**src/rtl/axi4_lite_cordic_mc_controller.sv**
```systemverilog
// AXI4-Lite register front end for a bank of NUM_CH CORDIC cores.
// Each channel exposes THETA/RESULT/CTRL/STATUS; one global IRQ_EN word follows the channel banks.
module axi4_lite_cordic_mc_controller #(
   parameter int          NUM_CH      = 4,
   parameter logic [31:0] BASE_ADDR   = 32'hF000_0100,
   parameter int          CH_STRIDE   = 16,
   parameter int          TIMEOUT_CYC = 1024
) (
   input  logic                  aclk,
   input  logic                  areset,
   input  logic [31:0]           awaddr,
   input  logic                  awvalid,
   output logic                  awready,
   input  logic [31:0]           wdata,
   input  logic [3:0]            wstrb,
   input  logic                  wvalid,
   output logic                  wready,
   output logic [1:0]            bresp,
   output logic                  bvalid,
   input  logic                  bready,
   input  logic [31:0]           araddr,
   input  logic                  arvalid,
   output logic                  arready,
   output logic [31:0]           rdata,
   output logic [1:0]            rresp,
   output logic                  rvalid,
   input  logic                  rready,
   output logic [32*NUM_CH-1:0]  theta_deg,
   input  logic [32*NUM_CH-1:0]  result_out,
   output logic [NUM_CH-1:0]     mode,
   output logic [NUM_CH-1:0]     start,
   output logic [NUM_CH-1:0]     rst,
   input  logic [NUM_CH-1:0]     done,
   output logic                  irq
);

   localparam int                SH       = $clog2(CH_STRIDE);
   localparam int                CNT_W    = $clog2(TIMEOUT_CYC) + 1;
   localparam logic [31:0]       WIN_SZ   = 32'(NUM_CH * CH_STRIDE);
   localparam logic [31:0]       SUB_MSK  = 32'(CH_STRIDE - 1);
   localparam logic [CNT_W-1:0]  TMO_LAST = CNT_W'(TIMEOUT_CYC - 1);

   typedef struct packed {
      logic       ok;
      logic       glob;
      logic [2:0] ch;
      logic [1:0] rsel;
   } dec_t;

   // Offsets below BASE_ADDR wrap to huge values and fall outside the window.
   function automatic dec_t decode(input logic [31:0] addr);
      dec_t        d;
      logic [31:0] off;
      logic [31:0] idx;
      d   = '0;
      off = addr - BASE_ADDR;
      idx = off >> SH;
      if (addr[1:0] != 2'b00) begin
         d = '0;
      end else if (off == WIN_SZ) begin
         d.ok   = 1'b1;
         d.glob = 1'b1;
      end else if ((off < WIN_SZ) && ((off & SUB_MSK) < 32'd16)) begin
         d.ok   = 1'b1;
         d.ch   = idx[2:0];
         d.rsel = off[3:2];
      end else begin
         d = '0;
      end
      return d;
   endfunction

   logic              aw_held_r, w_held_r, bvalid_r, rvalid_r, irq_r, irq_s;
   logic [31:0]       aw_addr_r, w_data_r, rdata_r, rd_data_s;
   logic [3:0]        w_strb_r;
   logic [1:0]        bresp_r, rresp_r, rd_resp_s;
   logic [31:0]       theta_r [NUM_CH];
   logic [31:0]       theta_s [NUM_CH];
   logic [31:0]       result_r [NUM_CH];
   logic [31:0]       result_s [NUM_CH];
   logic [31:0]       ch_word_s [NUM_CH];
   logic [CNT_W-1:0]  tmo_r [NUM_CH];
   logic [CNT_W-1:0]  tmo_s [NUM_CH];
   logic [NUM_CH-1:0] ctl_rst_r, ctl_rst_s, mode_r, mode_s, done_r, done_s;
   logic [NUM_CH-1:0] busy_r, busy_s, err_r, err_s, start_r, start_s;
   logic [NUM_CH-1:0] irq_en_r, irq_en_s, ch_hit_s;
   logic              commit_s, wr_ok_s, wr_en_s, aw_hs_s, w_hs_s, ar_hs_s;
   dec_t              wdec_s, rdec_s;

   assign aw_hs_s  = awvalid & ~aw_held_r;
   assign w_hs_s   = wvalid & ~w_held_r;
   assign ar_hs_s  = arvalid & ~rvalid_r;
   assign commit_s = aw_held_r & w_held_r & ~bvalid_r;
   assign wdec_s   = decode(aw_addr_r);
   assign rdec_s   = decode(araddr);
   assign wr_ok_s  = wdec_s.ok & ~(~wdec_s.glob & (wdec_s.rsel == 2'b01));
   assign wr_en_s  = commit_s & wr_ok_s;

   // Write-commit decode to a per-channel hit vector.
   always_comb begin
      ch_hit_s = '0;
      for (int i = 0; i < NUM_CH; i++) begin
         ch_hit_s[i] = wr_en_s & ~wdec_s.glob & (wdec_s.ch == 3'(i));
      end
   end

   // Next-state for all register banks; hardware sets are applied after W1C so they win.
   always_comb begin
      irq_en_s  = irq_en_r;
      ctl_rst_s = ctl_rst_r;
      mode_s    = mode_r;
      done_s    = done_r;
      busy_s    = busy_r;
      err_s     = err_r;
      start_s   = '0;
      if (wr_en_s && wdec_s.glob && w_strb_r[0]) begin
         irq_en_s = w_data_r[NUM_CH-1:0];
      end else begin
         irq_en_s = irq_en_r;
      end
      for (int i = 0; i < NUM_CH; i++) begin
         theta_s[i]  = theta_r[i];
         result_s[i] = result_r[i];
         tmo_s[i]    = busy_r[i] ? tmo_r[i] + CNT_W'(1) : tmo_r[i];
         for (int b = 0; b < 4; b++) begin
            theta_s[i][8*b +: 8] = (ch_hit_s[i] && (wdec_s.rsel == 2'b00) && w_strb_r[b]) ?
                                   w_data_r[8*b +: 8] : theta_r[i][8*b +: 8];
         end
         if (ch_hit_s[i] && (wdec_s.rsel == 2'b10) && w_strb_r[0]) begin
            ctl_rst_s[i] = w_data_r[0];
            mode_s[i]    = w_data_r[2];
         end else begin
            ctl_rst_s[i] = ctl_rst_r[i];
         end
         if (ch_hit_s[i] && (wdec_s.rsel == 2'b11) && w_strb_r[0]) begin
            done_s[i] = done_r[i] & ~w_data_r[0];
            err_s[i]  = err_r[i] & ~w_data_r[2];
         end else begin
            done_s[i] = done_r[i];
         end
         if (busy_r[i] && done[i]) begin
            result_s[i] = result_out[32*i +: 32];
            done_s[i]   = 1'b1;
            busy_s[i]   = 1'b0;
         end else if (busy_r[i] && (tmo_r[i] == TMO_LAST)) begin
            err_s[i]  = 1'b1;
            busy_s[i] = 1'b0;
         end else begin
            busy_s[i] = busy_r[i];
         end
         if (ctl_rst_r[i]) begin
            busy_s[i] = 1'b0;
            tmo_s[i]  = '0;
         end else begin
            start_s[i] = 1'b0;
         end
         // Start is gated by the rst bit written in the same CTRL word.
         if (ch_hit_s[i] && (wdec_s.rsel == 2'b10) && w_strb_r[0] && w_data_r[1] &&
             !w_data_r[0] && !busy_r[i]) begin
            busy_s[i]  = 1'b1;
            done_s[i]  = 1'b0;
            err_s[i]   = 1'b0;
            tmo_s[i]   = '0;
            start_s[i] = 1'b1;
         end else begin
            start_s[i] = 1'b0;
         end
      end
      irq_s = |((done_s | err_s) & irq_en_s);
   end

   // Read data mux from current (pre-commit) register state.
   always_comb begin
      rd_data_s = 32'd0;
      rd_resp_s = rdec_s.ok ? 2'b00 : 2'b10;
      for (int i = 0; i < NUM_CH; i++) begin
         case (rdec_s.rsel)
            2'b00:   ch_word_s[i] = theta_r[i];
            2'b01:   ch_word_s[i] = result_r[i];
            2'b10:   ch_word_s[i] = {29'd0, mode_r[i], 1'b0, ctl_rst_r[i]};
            2'b11:   ch_word_s[i] = {29'd0, err_r[i], busy_r[i], done_r[i]};
            default: ch_word_s[i] = 32'd0;
         endcase
         rd_data_s = (rdec_s.ok && !rdec_s.glob && (rdec_s.ch == 3'(i))) ? ch_word_s[i] : rd_data_s;
      end
      if (rdec_s.ok && rdec_s.glob) begin
         rd_data_s = 32'(irq_en_r);
      end else begin
         rd_data_s = rd_data_s;
      end
   end

   // Handshake holding registers, responses and channel state.
   always_ff @(posedge aclk) begin
      if (areset) begin
         aw_held_r <= 1'b0;
         w_held_r  <= 1'b0;
         aw_addr_r <= 32'd0;
         w_data_r  <= 32'd0;
         w_strb_r  <= 4'd0;
         bvalid_r  <= 1'b0;
         bresp_r   <= 2'b00;
         rvalid_r  <= 1'b0;
         rresp_r   <= 2'b00;
         rdata_r   <= 32'd0;
         irq_en_r  <= '0;
         ctl_rst_r <= '0;
         mode_r    <= '0;
         done_r    <= '0;
         busy_r    <= '0;
         err_r     <= '0;
         start_r   <= '0;
         irq_r     <= 1'b0;
         for (int i = 0; i < NUM_CH; i++) begin
            theta_r[i]  <= 32'd0;
            result_r[i] <= 32'd0;
            tmo_r[i]    <= '0;
         end
      end else begin
         if (commit_s) begin
            aw_held_r <= 1'b0;
            w_held_r  <= 1'b0;
            bvalid_r  <= 1'b1;
            bresp_r   <= wr_ok_s ? 2'b00 : 2'b10;
         end else begin
            if (aw_hs_s) begin
               aw_held_r <= 1'b1;
               aw_addr_r <= awaddr;
            end
            if (w_hs_s) begin
               w_held_r <= 1'b1;
               w_data_r <= wdata;
               w_strb_r <= wstrb;
            end
            if (bready) begin
               bvalid_r <= 1'b0;
            end
         end
         if (ar_hs_s) begin
            rvalid_r <= 1'b1;
            rdata_r  <= rd_data_s;
            rresp_r  <= rd_resp_s;
         end else if (rready) begin
            rvalid_r <= 1'b0;
         end
         irq_en_r  <= irq_en_s;
         ctl_rst_r <= ctl_rst_s;
         mode_r    <= mode_s;
         done_r    <= done_s;
         busy_r    <= busy_s;
         err_r     <= err_s;
         start_r   <= start_s;
         irq_r     <= irq_s;
         for (int i = 0; i < NUM_CH; i++) begin
            theta_r[i]  <= theta_s[i];
            result_r[i] <= result_s[i];
            tmo_r[i]    <= tmo_s[i];
         end
      end
   end

   // Flatten channel angles onto the packed output bus.
   always_comb begin
      theta_deg = '0;
      for (int i = 0; i < NUM_CH; i++) begin
         theta_deg[32*i +: 32] = theta_r[i];
      end
   end

   assign awready = ~areset & ~aw_held_r;
   assign wready  = ~areset & ~w_held_r;
   assign arready = ~areset & ~rvalid_r;
   assign bvalid  = bvalid_r;
   assign bresp   = bresp_r;
   assign rvalid  = rvalid_r;
   assign rresp   = rresp_r;
   assign rdata   = rdata_r;
   assign mode    = mode_r;
   assign rst     = ctl_rst_r;
   assign start   = start_r;
   assign irq     = irq_r;

endmodule

```
**config.mk**
```make
export PLATFORM = sky130hd
export DESIGN_NAME = axi4_lite_cordic_mc_controller
export DESIGN_NICKNAME = d
export VERILOG_FILES = /design/src/rtl/axi4_lite_cordic_mc_controller.sv
export SDC_FILE = /design/constraint.sdc
export NUM_CORES = 1
export LEC_CHECK = 0
export CAP_MARGIN = 20
export CELL_PAD_IN_SITES_DETAIL_PLACEMENT = 1
export CELL_PAD_IN_SITES_GLOBAL_PLACEMENT = 2
export CORE_MARGIN = 1.5
export CORE_UTILIZATION = 29
export DETAILED_ROUTE_END_ITERATION = 10
export PLACE_DENSITY_LB_ADDON = 0.1
export SLEW_MARGIN = 20
export SYNTH_ARGS = -nofsm -noshare
export SYNTH_HDL_FRONTEND = slang
export SYNTH_SLANG_ARGS = --single-unit
```
**constraint.sdc**
```tcl
create_clock -name aclk -period 4.11 [get_ports aclk]
set_input_delay 0.822 -clock aclk [delete_from_list [all_inputs] [get_ports aclk]]
set_output_delay 0.822 -clock aclk [all_outputs]
set_load 0.05 [all_outputs]
```
==> impl_results.md, run 1 <==
- Outcome: completed
- Lkg Pwr: 8.45 nW
- Final ANT Viol Nets: 0
- Worst slew pin tran: 1120 ps
- Die width: 254 um
- Die area: roughly 65,000 um^2
- Critical path launch point type: flip-flop
- Area Growth Syn to Fin: 35.9%
- Postcts setup bufs: 0
- CTS buffer count: 51
- Resize count post-CTS: 0
- Cell area after layout: 24,900 um^2
- Maximum Capacitance Violations: 0
- RSZ-0062 raised after global routing: no
- Sequential share of the synthesized area: 0.476
- Syn_area_per_cell: 8.03 um^2
- Total negative slack: 0 ps
- Area of the core: 62,100 um^2
- Top post-synthesis cells by area: dfxtp_1, nand2_1, a21oi_1
- DP HPWL: 59.8 mm
- Synthesized area: 18,300 um^2
- VDD IR max: 0.310 mV
- Commonest non-fill, non-tap cells in the layout: nand2_1, dfxtp_1, clkdlybuf4s50_1, a21oi_1, nor2_1
- Fin. max-slew vios: 0
- WP data required: 4540 ps
- Crit path DAT: 4080 ps
- Final wirelength: 82.4 mm
- Main synth FF type: dfxtp_1
- YS warnings: 0
- Yosys reg bits: 435
- Asr flop ratio synth: 0
- Yosys top cell area share: 0.476
- Layout cell share with drive strength beyond 1: 0.0712
- First DRT Iteration DRCs: 990
- Vias per inst: 5.20
- Final Cycle Share: 0.887
- Drt drc: 0
- Post-route setup slack: roughly 470 ps
- DRT Pass-1 Iters: 5
- GP Congestion: 0.853
- Initial antenna violation count: 5
- Total Routing Usage GR: 0.248
- Global-route wire length before repair: 120 mm
- Clk_skew: around 28 ps
- I/O Pins: 421
- Crit Path Max Fanout: 8
- Total power: 9.49 mW
- Via count: 18,200
- Power Density: 382 nW/um^2
- Post-synth EDFFs: 0
- Num rows: 91
- Worst slew margin: 0.248
- Die Span Y: 254 um
- Max Fclk: 0.274 GHz
- Filler Cells Inserted: 7,295
- Pin count of the biggest net entering global routing: 96
- Clock Pin Slew Worst Setup and Hold Paths: 60 ps
- Fin. Hold Viols: 0
- Count of cell types in the netlist: 67
- Commonest non-fill, non-tap cell in the layout: nand2_1
- # H-tree levels: 2
- Final Setup Violations: 0
- Sink Count: 435
- Worst skew pair latency: about 600 ps
- Total grt overflow: 0
- Mapped Cells: roughly 2,300
- M1 WL: between 30 and 40 mm
- Dpl cell area: 23,300 um^2
- Worst Path Class, Setup: flip-flop to flip-flop
- CTS root buf: clkbuf_16
- WL met2: 38.8 mm
- Avg WL per Cell: 23.6 um
- Starting density of the core: 0.295
- Max layer used: met5
- DP Worst Slack: 266 ps
- Critical path capture point type: flip-flop
- Met3 wire length: 4.27 mm
- Cell taking the most area after synthesis: dfxtp_1
- Post-route minimum period: 3640 ps
- Bufs on Longest Clock Path: 3
- Input/output buffers: 418
- Hold Crit Class: flip-flop to flip-flop
- Hold-fix buffers, CTS: 0
- CTS tree: built
- # diodes: 0
- Final-stage net count: 2,864
- Vias in the first global route: about 19,000
==> Yosys cell counts (all sizes together) (13+ instances only) <==
cell type  count
a21oi        344
a221o         27
a221oi        32
a22oi         59
and2          24
and3          15
buf           36
clkbuf       134
dfxtp        435
mux2i         50
nand2        674
nand3         35
nand4         17
nor2         137
nor3          17
nor4          13
o21ai         24
o22ai         29
o31ai         29
xnor2         17
xor2          24
==> worst paths after layout <==
check	start	end	slack, ps	cells past startpoint
worst max-delay path	aw_addr_r[12]	theta_r[0][21]	470	8
worst min-delay path	result_r[2][7]	result_r[2][7]	460	2
worst max register to register	aw_addr_r[12]	theta_r[0][21]	470	8
worst min register to register	result_r[2][7]	result_r[2][7]	460	2
==> layout make-up <==
| type | count | area (um^2) | area share |
|---|---|---|---|
| Timing Repair Buffer | 456 | 4530 | 0.182 |
| Clock inverter | 6 | 109 | 0.00438 |
| Tap cell | 837 | 1050 | 0.0421 |
| Inverter | 7 | 26.3 | 0.00106 |
| Clock buffer | 79 | 1510 | 0.0608 |
| Multi-Input combinational cell | 1670 | 8940 | 0.359 |
| Sequential cell | 435 | 8710 | 0.350 |
==> critical path, cell delays in order (launching register included) <==
cell      delay (ps)
dfxtp_1          320
nor4_1           500
nand4_1          280
o21ai_0          650
nand2b_1         270
nor3_4           600
nand3_2          500
mux2i_1          300
nor2_1            60
==> through the flow <==
| step | std cells | utilization | hold slack [ps] |
|---|---|---|---|
| 2_1_floorplan | 2282 | - | 434 |
| 3_3_place_gp | 3405 | 0.375 | 439 |
| 3_5_place_dp | 3405 | 0.375 | 448 |
| 4_1_cts | 3490 | 0.401 | 456 |
| 5_1_grt | 3490 | 0.401 | 468 |
| 6_report | 3490 | 0.401 | 457 |
==> kinds of logic (layout without fill, tap and decap cells) <==
logic type,count (synthesis),count (layout),share of synthesized area
other,1,2,0.000205
adder cells (fa/ha/maj),4,4,0.00273
AO/OA/AOI/OAI,579,579,0.199
AND/OR/NAND/NOR,985,985,0.231
buffers and inverters,177,548,0.0391
XOR/XNOR,41,41,0.0196
multiplexers,59,59,0.0329
flip-flops,435,435,0.476
==> sequential cells by signal, indices dropped and copies added, names as in the netlist <==
register,cells
theta_r,128
aw_held_r,1
bvalid,1
irq,1
result_r,128
start,4
w_strb_r,4
tmo_r,44
irq_en_r,4
err_r,4
rdata,32
rresp,1
w_data_r,32
busy_r,4
bresp,1
mode,4
rvalid,1
done_r,4
rst,4
w_held_r,1
aw_addr_r,32
==> metal layers <==
layer / vias to the layer above / global-route usage
met3: 117 / 0.0385
met1: 8907 / 0.325
li1: 8567 / -
met2: 559 / 0.418
met5: - / 0
met4: 8 / 0.0743
==> power by group <==
group	total, mW	internal [mW]	switching (mW)
clock	4.49	2.68	1.81
combinational	0.664	0.308	0.357
sequential	4.33	4.26	0.0678
total	9.49	7.26	2.24
(Power assumes the default switching activity.)
==> inputs of run 2 (changes only) <==
--- a/config.mk
+++ b/config.mk
@@ -5,6 +5,7 @@
 export SDC_FILE = /design/constraint.sdc
 export NUM_CORES = 1
 export LEC_CHECK = 0
+export ABC_AREA = 1
 export CAP_MARGIN = 20
 export CELL_PAD_IN_SITES_DETAIL_PLACEMENT = 1
 export CELL_PAD_IN_SITES_GLOBAL_PLACEMENT = 2
==> impl_results.md, run 2 <==
- Worst Path Class, Setup: input pin to flip-flop
- Critical path launch point type: input pin
- Starting density of the core: 0.293
- Synthesized area: 20,100 um^2
- Post-route setup slack: 215 ps
- Area Growth Syn to Fin: 36.2%
- I/O Pins: ~420
- Die area: 71,000 um^2
- Final-stage net count: approximately 3,400
- Sink Count: 435
- Most frequent cell after synthesis: nand2_1
- Die Span Y: 266 um
- Initial antenna violation count: 10
- Hold-fix buffers, CTS: 0
- Fin. max-slew vios: 0
- Commonest non-fill, non-tap cells in the layout: dfxtp_1, nand2_1, clkdlybuf4s50_1, inv_1, a21oi_1
- Switching Share: 0.246
- Maximum Capacitance Violations: 0
- Clock share of power: 0.493
- DRT Pass-1 Iters: 5
- CTS tree: built
- Clk_skew: 29.4 ps
- Final Setup Violations: 0
- Asr flop ratio synth: 0
- WP data required: about 4600 ps
- Area of the multi-input gates: 9190 um^2
- Sequential share of power: 0.430
- Final ANT Viol Nets: 0
- Crit path DAT: 4420 ps
- Area of the core: 68,600 um^2
- Critical path capture point type: flip-flop
- Pin count of the biggest net entering global routing: 128
- Final Cycle Share: 0.948
- Avg WL per Cell: roughly 22 um
- YS warnings: 0
- Count of cell types in the netlist: 53
- Mapped Cells: 2,775
- Main synth FF type: dfxtp_1
- Post-synth EDFFs: 0
- Net load switching power: between 2 and 2.5 mW
- Cell taking the most area after synthesis: dfxtp_1
- Outcome: completed
- Total grt overflow: 0
- Drt drc: 0
- Syn_area_per_cell: 7.25 um^2
- Num rows: between 90 and 100
- Internal power: 7.65 mW
- Filler Cells Inserted: 8,315
- Input/output buffers: 418
- Largest registers: result_r (128), theta_r (128), tmo_r (44)
- VDD IR max: between 0.2 and 0.3 mV
- Post-Place Cells: 4,044
- Worst skew pair latency: 620 ps
- Worst slew margin: 0.405
- DP HPWL: 69.0 mm
- # H-tree levels: 2
- Final wirelength: 90.3 mm
- Flip-flop and latch area: 8710 um^2
- RSZ-0062 raised after global routing: no
- GP Congestion: 0.865
- Fin. Hold Viols: 0
- Total Routing Usage GR: 0.249
- Top cell types by occurrence after synthesis: nand2_1, dfxtp_1, inv_1, a21oi_1, o21ai_0
- Post-route minimum period: between 3000 and 4000 ps
- Global-route wire length before repair: 134 mm
- Lkg Pwr: between 10 and 15 nW
- Vias in the first global route: between 20,000 and 25,000
- Max Fclk: 0.257 GHz
- Vias per inst: 4.91
- CTS root buf: clkbuf_16
- First DRT Iteration DRCs: roughly 1,300
- Combinational Power Share: 0.077
- Commonest non-fill, non-tap cell in the layout: dfxtp_1
- Bufs on Longest Clock Path: 3
- Via count: ~20,000
- Postcts setup bufs: 0
- Total power: approximately 10 mW
- Hold Crit Class: flip-flop to flip-flop
- Top post-synthesis cells by area: dfxtp_1, nand2_1, a21oi_1
- Power Density: 370 nW/um^2
- Layout cell share with drive strength beyond 1: 0.0952
- Die width: roughly 270 um
- DP Worst Slack: -377 ps
- Yosys top cell area share: 0.433
- Crit Path Max Fanout: 37
- Clock Pin Slew Worst Setup and Hold Paths: ~60 ps
- Sequential share of the synthesized area: 0.433
- CTS buffer count: 54
- Yosys reg bits: between 400 and 500
- Non-Filler Instances: 4,154
- Worst slew pin tran: 893 ps
## run 2: changes by cell type after synthesis, moves of 49 or more
cell,before,now
o21ai_0,24,313
a22oi_1,59,0
inv_1,7,391
nor2_1,137,273
nand2_1,674,439
mux2i_1,50,1
## run 2: area by class of cell
type	count	area share
multi-input cells	1781	0.335
flip-flops and latches	435	0.318
repair buffers	493	0.180
clock buffers	82	0.0583
inverters	404	0.0556
well taps	931	0.0425
clock inverters	18	0.00945
diodes	10	0.000913
## run 2: logic make-up after synthesis
kind of cell,synth area share
buffers and inverters,0.113
AO/OA/AOI/OAI,0.238
AND/OR/NAND/NOR,0.202
adder cells (fa/ha/maj),0.00249
flip-flops,0.433
other,0.000186
XOR/XNOR,0.0113
multiplexers,0.000498
## run 2: power groups by stage
stage                     sequential [mW]  combinational (mW)  clock (mW)
after detailed placement             4.45               0.776           0
after CTS                            4.36               0.782        5.11
after global placement               4.45               0.772           0
after global routing                 4.37               0.849        5.30
after floorplan                      4.41               0.348           0
final                                4.36               0.777        5.00
## run 2: per-layer routing
metal,up-vias,global-route usage,share of wire,wire length (um)
li1,9909,-,-,-
met1,9890,0.378,0.51,45800
met2,527,0.355,0.41,36900
met3,85,0.0460,0.062,5630
met4,2,0.0674,0.021,1900
met5,-,0,0.00013,12
## run 2: repair_timing
action / 4_1_cts / 5_1_grt
gates resized for setup: 0 / 6
setup endpoints to repair: 0 / 6
endpoints found under the hold margin: 0 / 0
## run 2: through the flow
step	hold slack [ps]	util	area (um^2)	setup TNS [ps]
CTS	456	0.399	27400	0
floorplan	424	-	20100	0
global placement	433	0.372	25500	-5400
global route	473	0.399	27400	0
detailed placement	447	0.372	25500	-5080
finish	449	0.400	27400	0
## run 2: final timing paths
path                   start               to  slack [ps]  cells after the start
max                araddr[9]        rdata[10]         220                     23
max reg2reg    aw_addr_r[18]              irq         550                     21
min          result_r[0][14]  result_r[0][14]         450                      2
min reg2reg  result_r[0][14]  result_r[0][14]         450                      2
## run 2: critical path, stage by stage
cell             delay, ps
clkdlybuf4s50_1        420
nor2_1                 110
nand2_1                110
nor2_2                 180
nand2_2                130
nor2_4                 130
nand2_2                100
nand2_2                100
inv_2                   40
nor2_2                  90
nand2_1                 80
nor2_2                  90
nand3_2                100
nor2_4                 220
nand4_4                220
buf_12                 250
o21ai_0                690
a21oi_1                140
nand2_1                110
nand2_1                 50
nand2_1                 60
nand2_1                 60
a21oi_2                100
